`config.mk`:
```
export PLATFORM = sky130hd
export DESIGN_NAME = inhibit_tt_sequencer
export DESIGN_NICKNAME = d
export VERILOG_FILES = /design/src/rtl/inhibit_tt_sequencer.sv
export SDC_FILE = /design/constraint.sdc
export NUM_CORES = 1
export LEC_CHECK = 0
export CORE_MARGIN = 5
export CORE_UTILIZATION = 37
export CTS_CLUSTER_SIZE = 14
export DETAILED_ROUTE_END_ITERATION = 10
export GPL_TIMING_DRIVEN = 0
export PLACE_DENSITY = 0.69
export SLEW_MARGIN = 20
export SYNTH_ARGS = -nofsm -noshare
export SYNTH_HDL_FRONTEND = slang
export SYNTH_SLANG_ARGS = --single-unit
```
`constraint.sdc`:
```
create_clock -name clk -period 3.8 [get_ports clk]
set_input_delay 0.76 -clock clk [delete_from_list [all_inputs] [get_ports clk]]
set_output_delay 0.76 -clock clk [all_outputs]
set_load 0.02 [all_outputs]
```
`src/rtl/inhibit_tt_sequencer.sv`:
```
`default_nettype none
// ============================================================================
// Module      : inhibit_tt_sequencer
// Description : Truth-table driver and checker for the inhibit function
//               s = a & ~b. Sweeps the vectors 00, 01, 10, 11 for N_PASSES
//               passes. Each vector is held for SETTLE cycles before it is
//               sampled. Both implementation outputs are compared against
//               the expected value. The block reports pass/fail, a saturating
//               mismatch count and the first failing vector.
// Parameters  : SETTLE   (1..15) drive cycles per vector before sampling
//               N_PASSES (1..15) full 4-vector sweeps per run
// Ports       : clk, reset (sync, active-high), start,
//               a/b        operands to both implementations,
//               s_base/s_eq results from both implementations,
//               busy, done, pass, err_count[3:0], vec_idx[1:0],
//               first_fail[2:0] = {valid, a, b}
// Option      : INHIBIT_TT_STOP_ON_FAIL_EN - when defined, the first
//               mismatch ends the run immediately.
// Revision    : 1.0 - initial release
// ============================================================================
module inhibit_tt_sequencer #(
    parameter int SETTLE   = 1,
    parameter int N_PASSES = 1
) (
    input  logic       clk,
    input  logic       reset,
    input  logic       start,
    output logic       a,
    output logic       b,
    input  logic       s_base,
    input  logic       s_eq,
    output logic       busy,
    output logic       done,
    output logic       pass,
    output logic [3:0] err_count,
    output logic [1:0] vec_idx,
    output logic [2:0] first_fail
);

    localparam logic [1:0] c_st_idle   = 2'd0;
    localparam logic [1:0] c_st_drive  = 2'd1;
    localparam logic [1:0] c_st_sample = 2'd2;
    localparam logic [1:0] c_st_done   = 2'd3;

    localparam logic [3:0] c_settle_init = 4'(SETTLE - 1);
    localparam logic [3:0] c_last_pass   = 4'(N_PASSES - 1);

    logic [1:0] r_state;
    logic [3:0] r_settle;
    logic [3:0] r_pass_cnt;
    logic [1:0] r_vec_idx;
    logic [3:0] r_err_count;
    logic [2:0] r_first_fail;
    logic       r_busy;
    logic       r_done;
    logic       r_pass;

    logic       w_expected;
    logic       w_mismatch;
    logic [3:0] w_err_next;
    logic       w_last_vec;
    logic       w_stop;

    // The operands come straight from the vector index register, so they are
    // stable for the whole DRIVE+SAMPLE window of a vector.
    assign w_expected = r_vec_idx[1] & ~r_vec_idx[0];
    assign w_mismatch = (s_base != w_expected) | (s_eq != w_expected);
    assign w_err_next = (w_mismatch && (r_err_count != 4'd15)) ?
                        (r_err_count + 4'd1) : r_err_count;
    assign w_last_vec = (r_vec_idx == 2'd3) && (r_pass_cnt == c_last_pass);

`ifdef INHIBIT_TT_STOP_ON_FAIL_EN
    assign w_stop = w_mismatch;
`else
    assign w_stop = 1'b0;
`endif

    always_ff @(posedge clk) begin
        if (reset) begin
            r_state      <= c_st_idle;
            r_settle     <= 4'd0;
            r_pass_cnt   <= 4'd0;
            r_vec_idx    <= 2'd0;
            r_err_count  <= 4'd0;
            r_first_fail <= 3'b000;
            r_busy       <= 1'b0;
            r_done       <= 1'b0;
            r_pass       <= 1'b1;
        end else begin
            r_done <= 1'b0;
            case (r_state)
                c_st_idle: begin
                    if (start) begin
                        r_state      <= c_st_drive;
                        r_settle     <= c_settle_init;
                        r_pass_cnt   <= 4'd0;
                        r_vec_idx    <= 2'd0;
                        r_err_count  <= 4'd0;
                        r_first_fail <= 3'b000;
                        r_busy       <= 1'b1;
                        r_pass       <= 1'b1;
                    end
                end
                c_st_drive: begin
                    if (r_settle == 4'd0) begin
                        r_state <= c_st_sample;
                    end else begin
                        r_settle <= r_settle - 4'd1;
                    end
                end
                c_st_sample: begin
                    r_err_count <= w_err_next;
                    if (w_mismatch && !r_first_fail[2]) begin
                        r_first_fail <= {1'b1, r_vec_idx};
                    end
                    if (w_stop || w_last_vec) begin
                        // Result registers settle on this edge, so they are
                        // already final while done is high.
                        r_state <= c_st_done;
                        r_busy  <= 1'b0;
                        r_done  <= 1'b1;
                        r_pass  <= (w_err_next == 4'd0);
                    end else begin
                        r_state  <= c_st_drive;
                        r_settle <= c_settle_init;
                        if (r_vec_idx == 2'd3) begin
                            r_vec_idx  <= 2'd0;
                            r_pass_cnt <= r_pass_cnt + 4'd1;
                        end else begin
                            r_vec_idx <= r_vec_idx + 2'd1;
                        end
                    end
                end
                c_st_done: begin
                    r_state <= c_st_idle;
                end
                default: begin
                    r_state <= c_st_idle;
                end
            endcase
        end
    end

    assign a          = r_vec_idx[1];
    assign b          = r_vec_idx[0];
    assign vec_idx    = r_vec_idx;
    assign busy       = r_busy;
    assign done       = r_done;
    assign pass       = r_pass;
    assign err_count  = r_err_count;
    assign first_fail = r_first_fail;

endmodule
`default_nettype wire

```
==> out/metrics.yaml <==
tritoncts: "built"
drt-pass1-iter-count: 4
synth_edf_count: 0
worst_r2r_path_depth: 7
dpl-instance-area_sq_um: 1470
insertedDiodeCount: 0
wl_per_cell_um: 13.6
syn_area_per_cell_sq_um: 8.70
path_delay_family: "buffers and inverters"
seq_area_frac_synth_pct: 35.7
core_area_sq_um: 3280
yosysUniqueCellTypes: 47
r2r_end: "pass"
tightest_slew_ps: 578
skew_ps: 4.65
ir_drop_v: 0.000208
min_period_ps: 2270
crit_chain: "buf_4 > clkdlybuf4s50_1"
synth_top_flop_cell: "dfxtp_1"
rsz0062_at_grt: "false"
cap_violations: 0
r2r-start: "vec_idx[0]"
hold_ws_ps: 481
grt_pass1_vias: 1124
place_ws_ps: 1340
yosysWarnings: 0
hold_viol_final: 0
fp.dieW_um: 67.8
endpoint_kind: "primary output"
clkLatencyLatePin_ps: 310
leakage_nw: 0.541
ys_seq_elements: 22
holdPathStages: 2
power_density_nw_per_um2: 317
cp_num_cells: 2
drive_above_1_share_pct: 8.59
ctsResizeCount: 0
post-route-cell-area_sq_um: 1500
port_buffers: 18
syn_nets: 154
numCtsBuffers: 3
slowest_delay_ps: 600
fin_tns_setup_ps: 0
required_ps: 3040
netlist_area_sq_um: 1230
grt_pass1_wl_um: 4940
htreeDepth: 1
cp_num_buf_inv: 2
antenna_found_initial: 0
post-route-period-util_pct: 59.7
drtAntennaViolNets: 0
maxSlewViolCount: 0
cts_root_buffer: "clkbuf_4"
grt_use_total_pct: 14.0
worstSetupPathType: "reg2out"
gp_congestion: 0.842
layout_setup_ws_ps: 1530
r2r_setup_slack_ps: 1720
dpl.hpwl_um: 2180
ctsHoldBuffers: 0
viasPerCell: 5.54
overflow: 0
crit_path_start: "vec_idx[0]"
num_rows: 21
postCtsSetupRepairBufs: 0
hp-class: "reg2reg"
clk_pin_slew_ps: 120
syn_inst: 142
status: "finished clean"
setup_viol: 0
nFillCells: 339
vias: 1158
slew_headroom_pct: 61.4
utilization_pct: 45.5
synthToLayoutAreaGrowth_pct: 21.1
async_flop_share_pct: 0
drc_errors: 0
cp_slowest_cell: "clkdlybuf4s50_1"
finalNetCount: 177
cp-endpoint: "vec_idx[0]"
die_area_sq_um: 4590
cp_max_fo: 5
worst_setup_path_start_kind: "flop"
drt_wl_total_um: 2840
arrival_ps: 1510
max_clock_freq_ghz: 0.440
most-common-layout-cells: "dfxtp_1 (22), clkdlybuf4s50_1 (18), a21oi_1 (16)"
clockBufferDepth: 2
start_util_pct: 37.6
clock-sinks: 22
drtIter0Drc: 94
layout_commonest_cell: "dfxtp_1"
die_h_um: 67.8
grt_max_degree: 12
ioPinCount: 19
[Yosys cell counts, types with 2 or more instances]
master	number	area share [%]
o21ai_0	4	1.6
inv_1	9	2.7
mux2i_1	2	1.6
a311oi_1	2	1.4
nor2b_1	3	1.5
buf_4	2	1.2
and3_1	2	1.0
a31oi_1	2	1.0
or4_1	4	2.4
nor2_1	8	2.4
nand3b_1	2	1.2
nor3_1	2	0.81
nand3_1	8	3.2
nor3b_1	3	1.8
clkbuf_1	2	0.61
dfxtp_1	22	36
or3_1	5	2.5
a21oi_1	16	6.5
nand2_1	5	1.5
ha_1	7	7.1
o21ai_1	3	1.2
nand2b_1	2	1.0
o31ai_1	2	1.2
buf_2	2	0.81
[tightest hold or removal path, delay by kind of cell (launching register included)]
family,cells,cell delay (ps)
flip-flops,1,330
AND/OR/NAND/NOR,1,60
AO/OA/AOI/OAI,1,60
[per-layer routing]
| metal | part of all wire, % | vias to the layer above | GRT usage (%) |
|---|---|---|---|
| met5 | 0 | - | 0 |
| met4 | 0 | 0 | 1.99 |
| met3 | 6.1 | 0 | 4.33 |
| met2 | 47 | 34 | 23.8 |
| met1 | 46 | 552 | 17.7 |
| li1 | - | 572 | - |
[worst min-delay path by stage]
stage / end / start
after floorplan: r_settle[3] / r_settle[3]
after global placement: first_fail[0] / first_fail[0]
after detailed placement: first_fail[0] / first_fail[0]
after CTS: first_fail[0] / first_fail[0]
after global routing: first_fail[0] / first_fail[0]
final: first_fail[0] / first_fail[0]
[cell type report]
cell class	instances	area, sq um	share of cell area [%]
tap	46	57.6	3.85
clock buffer	3	22.5	1.51
sequential	22	440	29.5
inverter	10	37.5	2.51
multi-input combinational	104	724	48.5
buffer	6	32.5	2.18
timing repair buffer	18	180	12.1
[kinds of logic after synthesis]
family	share of synthesized area, %
xor+xnor	0.709
simple gates	24.9
mux	2.84
compound gates	23.1
flops	35.7
fa+ha+maj	7.09
buf+inv	5.67
[flip-flops by register name (all words and copies together), names as in the netlist]
| name | cells |
|---|---|
| busy | 1 |
| err_count | 4 |
| r_state | 2 |
| first_fail | 3 |
| done | 1 |
| r_pass_cnt | 4 |
| pass | 1 |
| r_settle | 4 |
| vec_idx | 2 |
[per-stage QoR]
| stage | total power, mW | std cells |
|---|---|---|
| after floorplan | 0.334 | 142 |
| after global placement | 0.366 | 206 |
| after detailed placement | 0.370 | 206 |
| after CTS | 0.477 | 209 |
| after global routing | 0.500 | 209 |
| final | 0.474 | 209 |
[report_power, final]
part	switching, mW	internal, mW	total (mW)
Sequential	0.0131	0.243	0.256
Combinational	0.0599	0.0488	0.109
Clock	0.0722	0.0371	0.109
Total	0.145	0.329	0.474
Power figures use the tool's default switching activity.
